<file path="config.mk">
export PLATFORM = sky130hd
export DESIGN_NAME = pulse_tx_sync_flat
export DESIGN_NICKNAME = d
export VERILOG_FILES = /design/src/rtl/pulse_tx_sync_if.sv /design/src/rtl/pulse_tx_sync.sv /design/src/flat_wrapper.sv
export SDC_FILE = /design/constraint.sdc
export NUM_CORES = 1
export LEC_CHECK = 0
export CAP_MARGIN = 10
export CORE_AREA = 3 3 40 42
export DETAILED_ROUTE_END_ITERATION = 8
export DIE_AREA = 0 0 43 45
export GPL_TIMING_DRIVEN = 1
export SETUP_SLACK_MARGIN = 0.05
export SKIP_LAST_GASP = 1
export SYNTH_ARGS = -nofsm -noshare
export SYNTH_HDL_FRONTEND = slang
export SYNTH_SLANG_ARGS = --single-unit
</file>
<file path="constraint.sdc">
create_clock -name src_clk -period 5.25 [get_ports src_clk]
set_input_delay 0.525 -clock src_clk [delete_from_list [all_inputs] [get_ports src_clk]]
set_output_delay 0.525 -clock src_clk [all_outputs]
set_load 0.02 [all_outputs]
</file>
<file path="src/rtl/pulse_tx_sync_if.sv">
// Bus for the source side of the toggle pulse synchronizer.
// Optional overflow flag ports exist only when PULSE_TX_SYNC_OVF_EN is defined.
// master: the event source / environment; slave: the pulse_tx_sync block.
interface pulse_tx_sync_if #(
  parameter int CNT_W = 4
);
  logic             src_pulse;
  logic             dst_ack_toggle;
  logic             src_toggle;
  logic             src_busy;
  logic [CNT_W-1:0] src_pending;
  logic             src_full;
`ifdef PULSE_TX_SYNC_OVF_EN
  logic             src_ovf_clr;
  logic             src_ovf;

  modport master (
    output src_pulse, dst_ack_toggle, src_ovf_clr,
    input  src_toggle, src_busy, src_pending, src_full, src_ovf
  );
  modport slave (
    input  src_pulse, dst_ack_toggle, src_ovf_clr,
    output src_toggle, src_busy, src_pending, src_full, src_ovf
  );
`else
  modport master (
    output src_pulse, dst_ack_toggle,
    input  src_toggle, src_busy, src_pending, src_full
  );
  modport slave (
    input  src_pulse, dst_ack_toggle,
    output src_toggle, src_busy, src_pending, src_full
  );
`endif
endinterface

</file>
<file path="src/rtl/pulse_tx_sync.sv">
// Source-domain transmitter of the toggle pulse synchronizer.
// Each accepted src_pulse becomes one src_toggle transition; events arriving
// while a transfer is outstanding wait in a saturating pending counter.
// Optional: define PULSE_TX_SYNC_OVF_EN to add a sticky overflow flag
// (src_ovf) with its clear input (src_ovf_clr).
//
// state      | meaning
// S_IDLE     | nothing in flight, src_toggle matches the last ack
// S_WAIT_ACK | a toggle was launched, waiting for ack_s to match it
module pulse_tx_sync #(
  parameter int DEPTH   = 2,
  parameter int CNT_W   = 4,
  parameter bit RST_VAL = 1'b0
) (
  input logic              src_clk,
  input logic              src_rst_n,
  pulse_tx_sync_if.slave   bus
);

  typedef enum logic {
    S_IDLE     = 1'b0,
    S_WAIT_ACK = 1'b1
  } state_t;

  localparam logic [CNT_W-1:0] C_MAX = '1;
  localparam logic [CNT_W-1:0] C_ONE = {{(CNT_W-1){1'b0}}, 1'b1};

  state_t           r_state;
  state_t           w_state_nxt;
  logic [DEPTH-1:0] r_ack_sync;
  logic             r_toggle;
  logic [CNT_W-1:0] r_pending;

  logic w_ack_s;
  logic w_ack_match;
  logic w_launch_ok;
  logic w_want;
  logic w_launch;
  logic w_from_q;
  logic w_inc;
  logic w_dec;
  logic w_full;
  logic w_drop;

  assign w_ack_s = r_ack_sync[DEPTH-1];
  assign w_full  = (r_pending == C_MAX);

  // Bring the asynchronous ack toggle into src_clk through a DEPTH-flop chain.
  always_ff @(posedge src_clk) begin
    if (!src_rst_n) begin
      r_ack_sync <= {DEPTH{RST_VAL}};
    end else begin
      r_ack_sync <= {r_ack_sync[DEPTH-2:0], bus.dst_ack_toggle};
    end
  end

  // Launch decision and queue bookkeeping; an idle queue lets a pulse bypass it.
  always_comb begin
    w_ack_match = (w_ack_s == r_toggle);
    w_launch_ok = (r_state == S_IDLE) || w_ack_match;
    w_want      = bus.src_pulse || (r_pending != '0);
    w_launch    = w_launch_ok && w_want;
    w_from_q    = w_launch && (r_pending != '0);
    w_inc       = bus.src_pulse && !(w_launch && (r_pending == '0));
    w_dec       = w_from_q;
    w_drop      = w_inc && !w_dec && w_full;
  end

  // Next-state logic: a launch always lands in WAIT_ACK, so back-to-back
  // transfers never pass through IDLE.
  always_comb begin
    w_state_nxt = r_state;
    case (r_state)
      S_IDLE: begin
        if (w_launch) w_state_nxt = S_WAIT_ACK;
      end
      S_WAIT_ACK: begin
        if (w_ack_match && !w_want) w_state_nxt = S_IDLE;
      end
      default: w_state_nxt = S_IDLE;
    endcase
  end

  // State register.
  always_ff @(posedge src_clk) begin
    if (!src_rst_n) begin
      r_state <= S_IDLE;
    end else begin
      r_state <= w_state_nxt;
    end
  end

  // Outgoing toggle flips once per launched event.
  always_ff @(posedge src_clk) begin
    if (!src_rst_n) begin
      r_toggle <= RST_VAL;
    end else if (w_launch) begin
      r_toggle <= ~r_toggle;
    end
  end

  // Pending counter saturates at full; an inc that would wrap is dropped.
  always_ff @(posedge src_clk) begin
    if (!src_rst_n) begin
      r_pending <= '0;
    end else if (w_inc && !w_dec && !w_full) begin
      r_pending <= r_pending + C_ONE;
    end else if (w_dec && !w_inc) begin
      r_pending <= r_pending - C_ONE;
    end
  end

`ifdef PULSE_TX_SYNC_OVF_EN
  logic r_ovf;

  // Sticky overflow; a drop in the same cycle as a clear keeps it set.
  always_ff @(posedge src_clk) begin
    if (!src_rst_n) begin
      r_ovf <= 1'b0;
    end else if (w_drop) begin
      r_ovf <= 1'b1;
    end else if (bus.src_ovf_clr) begin
      r_ovf <= 1'b0;
    end
  end

  assign bus.src_ovf = r_ovf;
`else
  logic w_unused_drop;
  assign w_unused_drop = w_drop;
`endif

  assign bus.src_toggle  = r_toggle;
  assign bus.src_busy    = (r_state == S_WAIT_ACK);
  assign bus.src_pending = r_pending;
  assign bus.src_full    = w_full;

endmodule

</file>
<file path="src/flat_wrapper.sv">
// flat-port wrapper written by rule: the top's interface ports become plain ports
module pulse_tx_sync_flat 
#(
  parameter int DEPTH   = 2,
  parameter int CNT_W   = 4,
  parameter bit RST_VAL = 1'b0
)
  (src_clk, src_rst_n, bus_src_pulse, bus_dst_ack_toggle, bus_src_toggle, bus_src_busy, bus_src_pending, bus_src_full);
  pulse_tx_sync_if #(.CNT_W(CNT_W)) bus_i ();
  input logic src_clk;
  input logic src_rst_n;
  input wire logic [$bits(bus_i.src_pulse)-1:0] bus_src_pulse;
  input wire logic [$bits(bus_i.dst_ack_toggle)-1:0] bus_dst_ack_toggle;
  output wire logic [$bits(bus_i.src_toggle)-1:0] bus_src_toggle;
  output wire logic [$bits(bus_i.src_busy)-1:0] bus_src_busy;
  output wire logic [$bits(bus_i.src_pending)-1:0] bus_src_pending;
  output wire logic [$bits(bus_i.src_full)-1:0] bus_src_full;
  assign bus_i.src_pulse = bus_src_pulse;
  assign bus_i.dst_ack_toggle = bus_dst_ack_toggle;
  assign bus_src_toggle = bus_i.src_toggle;
  assign bus_src_busy = bus_i.src_busy;
  assign bus_src_pending = bus_i.src_pending;
  assign bus_src_full = bus_i.src_full;
  pulse_tx_sync #(.DEPTH(DEPTH), .CNT_W(CNT_W), .RST_VAL(RST_VAL)) u_core (.src_clk(src_clk), .src_rst_n(src_rst_n), .bus(bus_i));
endmodule
</file>
==> results of run 1 <==
state kept, by name, summed over array words and instances (netlist names):
name / count
u_core.bus.src_pending: 4
u_core.r_ack_sync: 2
u_core.bus.src_busy: 1
u_core.bus.src_toggle: 1
synthesized netlist by cell type:
master     instances
xnor2_1            1
and2_1             3
fa_1               1
ha_1               2
mux2i_1            4
nand4_1            3
nand3_1            1
a21oi_1            2
nand2b_1           1
a41oi_2            1
nand2_1            7
xor2_2             1
xor2_1             1
nor2b_1            1
nor4_1             1
or4_4              1
clkbuf_1           1
dfxtp_1            8
o311ai_0           1
a211oi_1           2
a21boi_0           1
o2bb2ai_2          1
inv_1              1
and2b_2            1
metal layers:
| metal | share of wire [%] | vias up | GRT usage, % |
|---|---|---|---|
| met5 | 0 | - | 0 |
| met4 | 0 | 0 | 3.61 |
| met3 | 6.9 | 0 | 4.38 |
| met2 | 41 | 10 | 17.7 |
| met1 | 52 | 167 | 14.6 |
| li1 | - | 197 | - |
final timing paths:
check                              endpoint  cells past startpoint
hold reg to reg        u_core.r_ack_sync[1]                      1
setup / recovery  u_core.bus.src_pending[3]                      7
hold / removal         u_core.r_ack_sync[1]                      1
setup reg to reg  u_core.bus.src_pending[3]                      7
kinds of logic after synthesis:
kind of cell | share of synthesized area, %
AND/OR/NAND/NOR | 23.1
buffers and inverters | 1.61
XOR/XNOR | 7.24
AO/OA/AOI/OAI | 15.5
adder cells (fa/ha/maj) | 9.65
multiplexers | 8.58
flip-flops | 34.3
report_power, final:
group / internal, mW / switching (mW) / total (mW)
registers: 0.0757 / 0.0237 / 0.0995
logic: 0.0749 / 0.0702 / 0.145
clock network: 0.0263 / 0.0238 / 0.0501
total: 0.177 / 0.118 / 0.295
final cells by class:
cell class                      instances  area (sq um)  area share [%]
Sequential cell                         8           160            26.5
Timing Repair Buffer                   10           100            16.6
Tap cell                               15          18.8            3.11
Inverter                                1          3.75           0.621
Multi-Input combinational cell         37           299            49.5
Clock buffer                            3          22.5            3.73
worst max-delay path: cells and delay by family:
family          cells  cell delay (ns)
mux                 1             0.13
fa+ha+maj           1             0.41
simple gates        1             0.28
compound gates      3             0.52
buf+inv             1             0.57
metrics by stage:
step	cells	util [%]	setup WS, ns
after floorplan	47	-	3.17
after global placement	71	45.3	2.71
after detailed placement	71	45.3	2.69
after CTS	74	47.0	2.96
after global routing	74	47.0	2.77
final	74	47.0	2.92
==> flow_summary.ini, run 1 <==
[outcome]
status = finished clean

[die]
io_pins = 11
fp.dieH_um = 45
chipWidth_um = 43
start_util_pct = 36.3
core-area_sq_um = 1280
die-area_sq_um = 1940
placementRows = 13

[worst_setup_path]
crit_required_ns = 5.37
arrival_ns = 2.44
r2r-start = u_core.bus.src_toggle
path_cells = clkdlybuf4s50_1 -> nand4_1 -> ha_1 -> a21oi_1 -> a21boi_0 -> mux2i_1 -> o311ai_0
start_kind = primary input
criticalPathCategory = in2reg
crit_path_max_fanout = 5
slowest_stage = clkdlybuf4s50_1
slowest_delay_ns = 0.57
critPathCaptureType = flop
ff2ff_setup_slack_ns = 3.09
cp-startpoint = bus_src_pulse

[drt]
routedWlPerCell_um = 12.1
dr.pass1.iters = 4
route.detailed.drc = 0
routed-via-count = 374
drt_iter0_markers = 8
wl_um = 895
vias_per_cell = 5.05
postRouteAntennaNets = 0

[placement]
dpl_cell_area_sq_um = 582
io_buffers = 10
dp_hpwl_um = 654
gp_congestion = 0.657

[timing]
post-route-min-period_ns = 2.33
skew_ns = 0.00739
setup-tns-final_ns = 0
fin_crit_sh_pct = 44.3
max_clock_freq_ghz = 0.430
max_slew_margin_pct = 70.0
drv_slew = 0
holdWs_ns = 0.441
setup_viol = 0
tightest_slew_ns = 0.447
rsz0062_at_grt = no
finalHoldViolCount = 0

[clocking]
h-tree-depth = 1
cts_setup_buffers = 0
cts_resized = 0
clk_latency_ns = 0.26
cts_buffers = 3
cts_hold_buffers = 0
clock-root-buffer = clkbuf_4
cts_tree = yes
clock_sinks = 8
clk_pin_slew_worst_paths_ns = 0.07
cts_max_path_buffers = 2

[grt]
grt_util_all_layers_pct = 11.4
antenna_found_initial = 0
grt_pass1_wl_mm = 1.62
grt_pass1_vias = 382
grt_overflow = 0
grt_max_degree = 13

[power_and_ir_drop]
p_per_area_nw_per_um2 = 488
max-vdd-ir-drop_mv = 0.261
leakagePower_nw = 0.247
power_mw = 0.295

[run]
drv_cap = 0

[finish]
stdcell_area_sq_um = 604
final_common_cell = clkdlybuf4s50_1
drive_gt1_share_pct = 13.6
area_growth_pct = 29.5
finalNetCount = 68
antenna_cells = 0
fill_cells = 142
final_cell_mix = clkdlybuf4s50_1, dfxtp_1, nand2_1, mux2i_1

[logic_synthesis]
ys_seq_area_share_pct = 34.3
syn_avg_cell_area_sq_um = 9.93
synth_cell_types = 24
synth_top_cell_by_area = dfxtp_1
syn_area_sq_um = 467
syn_inst = 47
ys_top_cells_by_area = dfxtp_1, mux2i_1, nand2_1, ha_1, fa_1
syn_nets = 54
ys_ff_latch = 8
synth_top_area_share_pct = 34.3
yosys_warnings = 0

[worst_hold_path]
min_from = u_core.r_ack_sync[0]
hold_class = reg2reg
No activity file was read; power rests on OpenSTA's default activity.
==> run 2, diff against run 1 <==
Clock period 5.25 ns to 1.9 ns, I/O delays scaled along.
==> run 2 against run 1 <==
Cell area rose by 13%. Critical endpoint unchanged. Sequential share of layout area fell by 2.0 points. Die area did not move. First-iteration DRC count fell by 75%. Non-clock buffer count rose by 6. Setup slack got worse by 2.7 ns. Clock skew rose by 0.0042 ns. Flip-flop and latch count did not move. Hold slack got worse by 0.023 ns. Critical path depth rose by 1. Sequential power rose to 2.9 times the previous value.
==> flow_summary.ini, run 2 (synthesis gave the netlist of run 1 again) <==
[grt]
grt_pass1_vias = 420
grt_pass1_wl_mm = 1.75
antenna_found_initial = 0
grt_util_all_layers_pct = 12.6
grt_overflow = 0
grt_max_degree = 12

[worst_hold_path]
holdPathEnd = u_core.r_ack_sync[1]
hold_class = reg2reg
min_from = u_core.r_ack_sync[0]
worstHoldPathCells = 1

[timing]
holdWs_ns = 0.418
max_slew_margin_pct = 71.3
post-route-min-period_ns = 1.72
fin_crit_sh_pct = 90.6
tightest_slew_ns = 0.428
finalHoldViolCount = 0
drv_slew = 0
setup_viol = 0
max_clock_freq_ghz = 0.581
rsz0062_at_grt = no
setup-tns-final_ns = 0
skew_ns = 0.0116

[finish]
finalNetCount = 74
antenna_cells = 0
drive_gt1_share_pct = 28.8
area_growth_pct = 46.9
final_cell_mix = clkdlybuf4s50_1, nand2_1, buf_4, mux2i_1, dfxtp_1
final_common_cell = clkdlybuf4s50_1
final_util_pct = 53.4
largest_register_ffs = 4
stdcell_count = 81

[die]
core-area_sq_um = 1280
start_util_pct = 36.3
placementRows = 13
fp.dieH_um = 45
die-area_sq_um = 1940
chipWidth_um = 43
io_pins = 11

[placement]
dp.cells = 77
gp_congestion = 0.645
io_buffers = 10
dp_hpwl_um = 695

[outcome]
status = finished clean

[clocking]
clock-root-buffer = clkbuf_4
clk_pin_slew_worst_paths_ns = 0.06
cts_max_path_buffers = 2
cts_buffers = 3
clk_latency_ns = 0.26
cts_tree = yes
h-tree-depth = 1
clock_sinks = 8
cts_hold_buffers = 0

[drt]
postRouteAntennaNets = 0
wl_um = 908
route.detailed.drc = 0
vias_per_cell = 4.85
drt_iter0_markers = 2
routed-via-count = 393
dr.pass1.iters = 4
routedWlPerCell_um = 11.2

[run]
drv_cap = 0

[worst_setup_path]
criticalPathCategory = reg2reg
path_cells = xor2_4 -> nand4_1 -> buf_4 -> ha_1 -> nand3_1 -> a21oi_1 -> mux2i_1 -> o311ai_1
slowest_delay_ns = 0.38
crit_required_ns = 2.03
critPathBufInv = 1
cp_top_family = flip-flops
critPathCaptureType = flop
slowest_stage = dfxtp_4
start_kind = flop
r2r_end = u_core.bus.src_pending[3]
arrival_ns = 1.85
r2r_cells = 8
r2r-start = u_core.bus.src_toggle
crit_path_max_fanout = 4
ff2ff_setup_slack_ns = 0.18

[power_and_ir_drop]
power_mw = 0.891
max-vdd-ir-drop_mv = 0.506
leakagePower_nw = 0.303
p_per_area_nw_per_um2 = 1300
## run 2: worst reg2reg max path: stages, from the launching register on
cell	delay (ns)
dfxtp_4	0.38
xor2_4	0.15
nand4_1	0.14
buf_4	0.19
ha_1	0.26
nand3_1	0.15
a21oi_1	0.09
mux2i_1	0.13
o311ai_1	0.10
## run 2: worst max path at each step
stage                                    from  depth (start not counted)                   endpoint
floorplan               u_core.bus.src_toggle                          7  u_core.bus.src_pending[3]
global placement                bus_src_pulse                          7  u_core.bus.src_pending[3]
detailed placement              bus_src_pulse                          7  u_core.bus.src_pending[3]
CTS                 u_core.bus.src_pending[0]                          4               bus_src_full
global route            u_core.bus.src_toggle                          8  u_core.bus.src_pending[3]
finish                  u_core.bus.src_toggle                          8  u_core.bus.src_pending[3]
## run 2: power by group
part | internal [mW] | switching, mW | total [mW]
clock network | 0.0806 | 0.0615 | 0.142
registers | 0.218 | 0.0663 | 0.284
logic | 0.250 | 0.214 | 0.464
total | 0.549 | 0.342 | 0.891
## run 2: per-stage QoR
stage	instance area (sq um)	setup slack, ns
3_5_place_dp	648	0.00583
5_1_grt	686	0.0613
2_1_floorplan	488	0.0536
6_report	686	0.178
4_1_cts	674	0.0998
3_3_place_gp	648	0.0189
## run 2: metal layers
| layer | global-route usage [%] | routed length, um | vias up |
|---|---|---|---|
| met2 | 19.5 | 377 | 11 |
| met4 | 3.61 | 0 | 0 |
| met3 | 7.57 | 74 | 0 |
| li1 | - | - | 210 |
| met5 | 0 | 0 | - |
| met1 | 14.9 | 456 | 172 |
## run 2: repair_timing
| item | in CTS | in global routing |
|---|---|---|
| endpoints found under the setup margin | 0 | 2 |
| buffers inserted | 0 | 0 |
| resized for setup | 0 | 3 |
## run 2: layout make-up
class                           instances  area, sq um
Clock buffer                            4         26.3
Fill cell                             125          599
Inverter                                1         3.75
Multi-Input combinational cell         37          322
Sequential cell                         8          168
Tap cell                               15         18.8
Timing Repair Buffer                   16          148
==> variant (settings of run 2) <==
`RST_VAL` is set to 1'b0 in 2 places; all go to 1'b1.
--- a/src/rtl/pulse_tx_sync.sv
+++ b/src/rtl/pulse_tx_sync.sv
@@ -10,7 +10,7 @@
 module pulse_tx_sync #(
   parameter int DEPTH   = 2,
   parameter int CNT_W   = 4,
-  parameter bit RST_VAL = 1'b0
+  parameter bit RST_VAL = 1'b1
 ) (
   input logic              src_clk,
   input logic              src_rst_n,
--- a/src/flat_wrapper.sv
+++ b/src/flat_wrapper.sv
@@ -3,7 +3,7 @@
 #(
   parameter int DEPTH   = 2,
   parameter int CNT_W   = 4,
-  parameter bit RST_VAL = 1'b0
+  parameter bit RST_VAL = 1'b1
 )
   (src_clk, src_rst_n, bus_src_pulse, bus_dst_ack_toggle, bus_src_toggle, bus_src_busy, bus_src_pending, bus_src_full);
   pulse_tx_sync_if #(.CNT_W(CNT_W)) bus_i ();
Formal check against the unedited RTL: not equivalent (Yosys sat finds a counterexample within 4 cycles, from zero or initial values and one cycle with src_rst_n low).
==> variant against run 2 <==
Global-route usage decreased by 0.75 points. Worst hold slack got worse by 0.023 ns. Cell count decreased by 1.2%. Clock skew shrank 0.00066 ns. Sequential power about the same. Combinational power increased by 2%. Sequential share of layout area grew 0.090 points. Design area fell by 0.37%. Total power up 1.3%. Worst setup slack got worse by 0.053 ns. Sequential cell count unchanged. Synthesized cell count unchanged. Routed wire length up 12%. Synthesized area shrank 2.1%. Critical path type unchanged.
==> variant: results (changes against run 2) <==
Outcome - completed
Largest net degree at the start of global routing - 11 (-1)
Post-cts resize count - 1 (+1)
Fillers - 117 (-6.4%)
All-Layer GR Usage - 0.119 (-0.00753)
Seq/Total Area, Yosys - 0.351 (+0.00752)
First-pass GRT wire length - 1.64 mm (-6.3%)
Unique masters post-synth - 23 (-4.2%)
Worst Clk Skew - 0.0110 ns (-0.000658 ns)
Layout Utilization - 0.532 (-0.00195)
Crit path from - u_core.bus.src_toggle
Worst-path clk slew - 0.06 ns (about the same)
Total setup buffers inserted after CTS - 0 (unchanged)
Compound-gate portion of the synthesized area - 0.156 (+0.000668)
NumNets Final - 73 (-1.4%)
Placed cell areas - 623 um2 (-3.9%)
Wire length on met3 - 64 um (-14%)
Via density - 5.15 (+6.1%)
Met2 wire length - 476 um (+26%)
Pleak - 0.275 nW (-9.2%)
Seq Cell Count - 8 (unchanged)
Placed cells - 75 (-2.6%)
Area of the multi-input gates - 329 um2 (+2.3%)
Peak VDD IR - 671 uV (+33%)
Post-Place Worst Slack - 0.0140 ns (+0.00822 ns)
M3 GR Usage - 0.0598 (-0.0159)
DRT Pass-1 Iters - 2 (-2)
Reg area - 168 um2 (unchanged)
Highest routed metal layer - met4
Max clock buf depth - 2 (unchanged)
Mean Syn Cell Area - 9.72 um2 (-2.1%)
Layout cells sized above 1 - 0.277 (-0.0110)
Layout non-clock buf frac - 0.201 (-0.0139)
Worst slew pin tran - 0.338 ns (-0.0905 ns)
Wire per inst - 12.7 um (+14%)
Mux cell area share after synthesis - 0.0877 (+0.00188)
Vias in the first global route - 388 (-7.6%)
Synth top cells by count - dfxtp_1 (8), nand2_1 (8), mux2i_1 (4)
Dpl hpwl - 731 um (+5.3%)
Crit-path max FO - 5 (+1)
CP arrival - 1.91 ns (+0.06 ns)
Largest cells by area after synthesis - dfxtp_1 (35%), mux2i_1 (8.8%), nand2_1 (6.6%), ha_1 (5.5%), fa_1 (4.4%)
Die Wd - 43 um (unchanged)
Met1 usage - 0.130 (-0.0196)
GP Congestion - 0.641 (-0.71%)
Non-clock buffers - 15 (-1)
Worst-skew pair later-pin latency - 0.26 ns (about the same)
Finished Layout Cells - 80 (-1.2%)
Iter 0 DRT Violations - 3 (+1)
Adder-Cell Fraction of Synth Area - 0.0986 (+0.00212)
Hold wc startpoint - u_core.r_ack_sync[0]
ClkCell Share - 0.0385 (+0.000140)
Synth Area in XOR/XNOR - 0.0740 (+0.00159)
M1 WL - 467 um (+2.4%)
[variant: final timing paths]
| kind | cells past startpoint | end | slack, ns |
|---|---|---|---|
| worst max-delay path | 8 | u_core.bus.src_pending[3] | 0.12 |
| worst min-delay path | 1 | u_core.r_ack_sync[1] | 0.39 |
| worst max register to register | 8 | u_core.bus.src_pending[3] | 0.12 |
| worst min register to register | 1 | u_core.r_ack_sync[1] | 0.39 |
[variant: cell families after synthesis]
group | Yosys count
AO/OA/AOI/OAI | 8
buffers and inverters | 2
adder cells (fa/ha/maj) | 3
flip-flops | 8
AND/OR/NAND/NOR | 19
multiplexers | 4
XOR/XNOR | 3
[variant: power breakdown]
group | internal (W) | total (W) | switching (W)
sequential | 0.000218 | 0.000285 | 0.0000667
clock | 0.0000807 | 0.000144 | 0.0000634
combinational | 0.000244 | 0.000473 | 0.000229
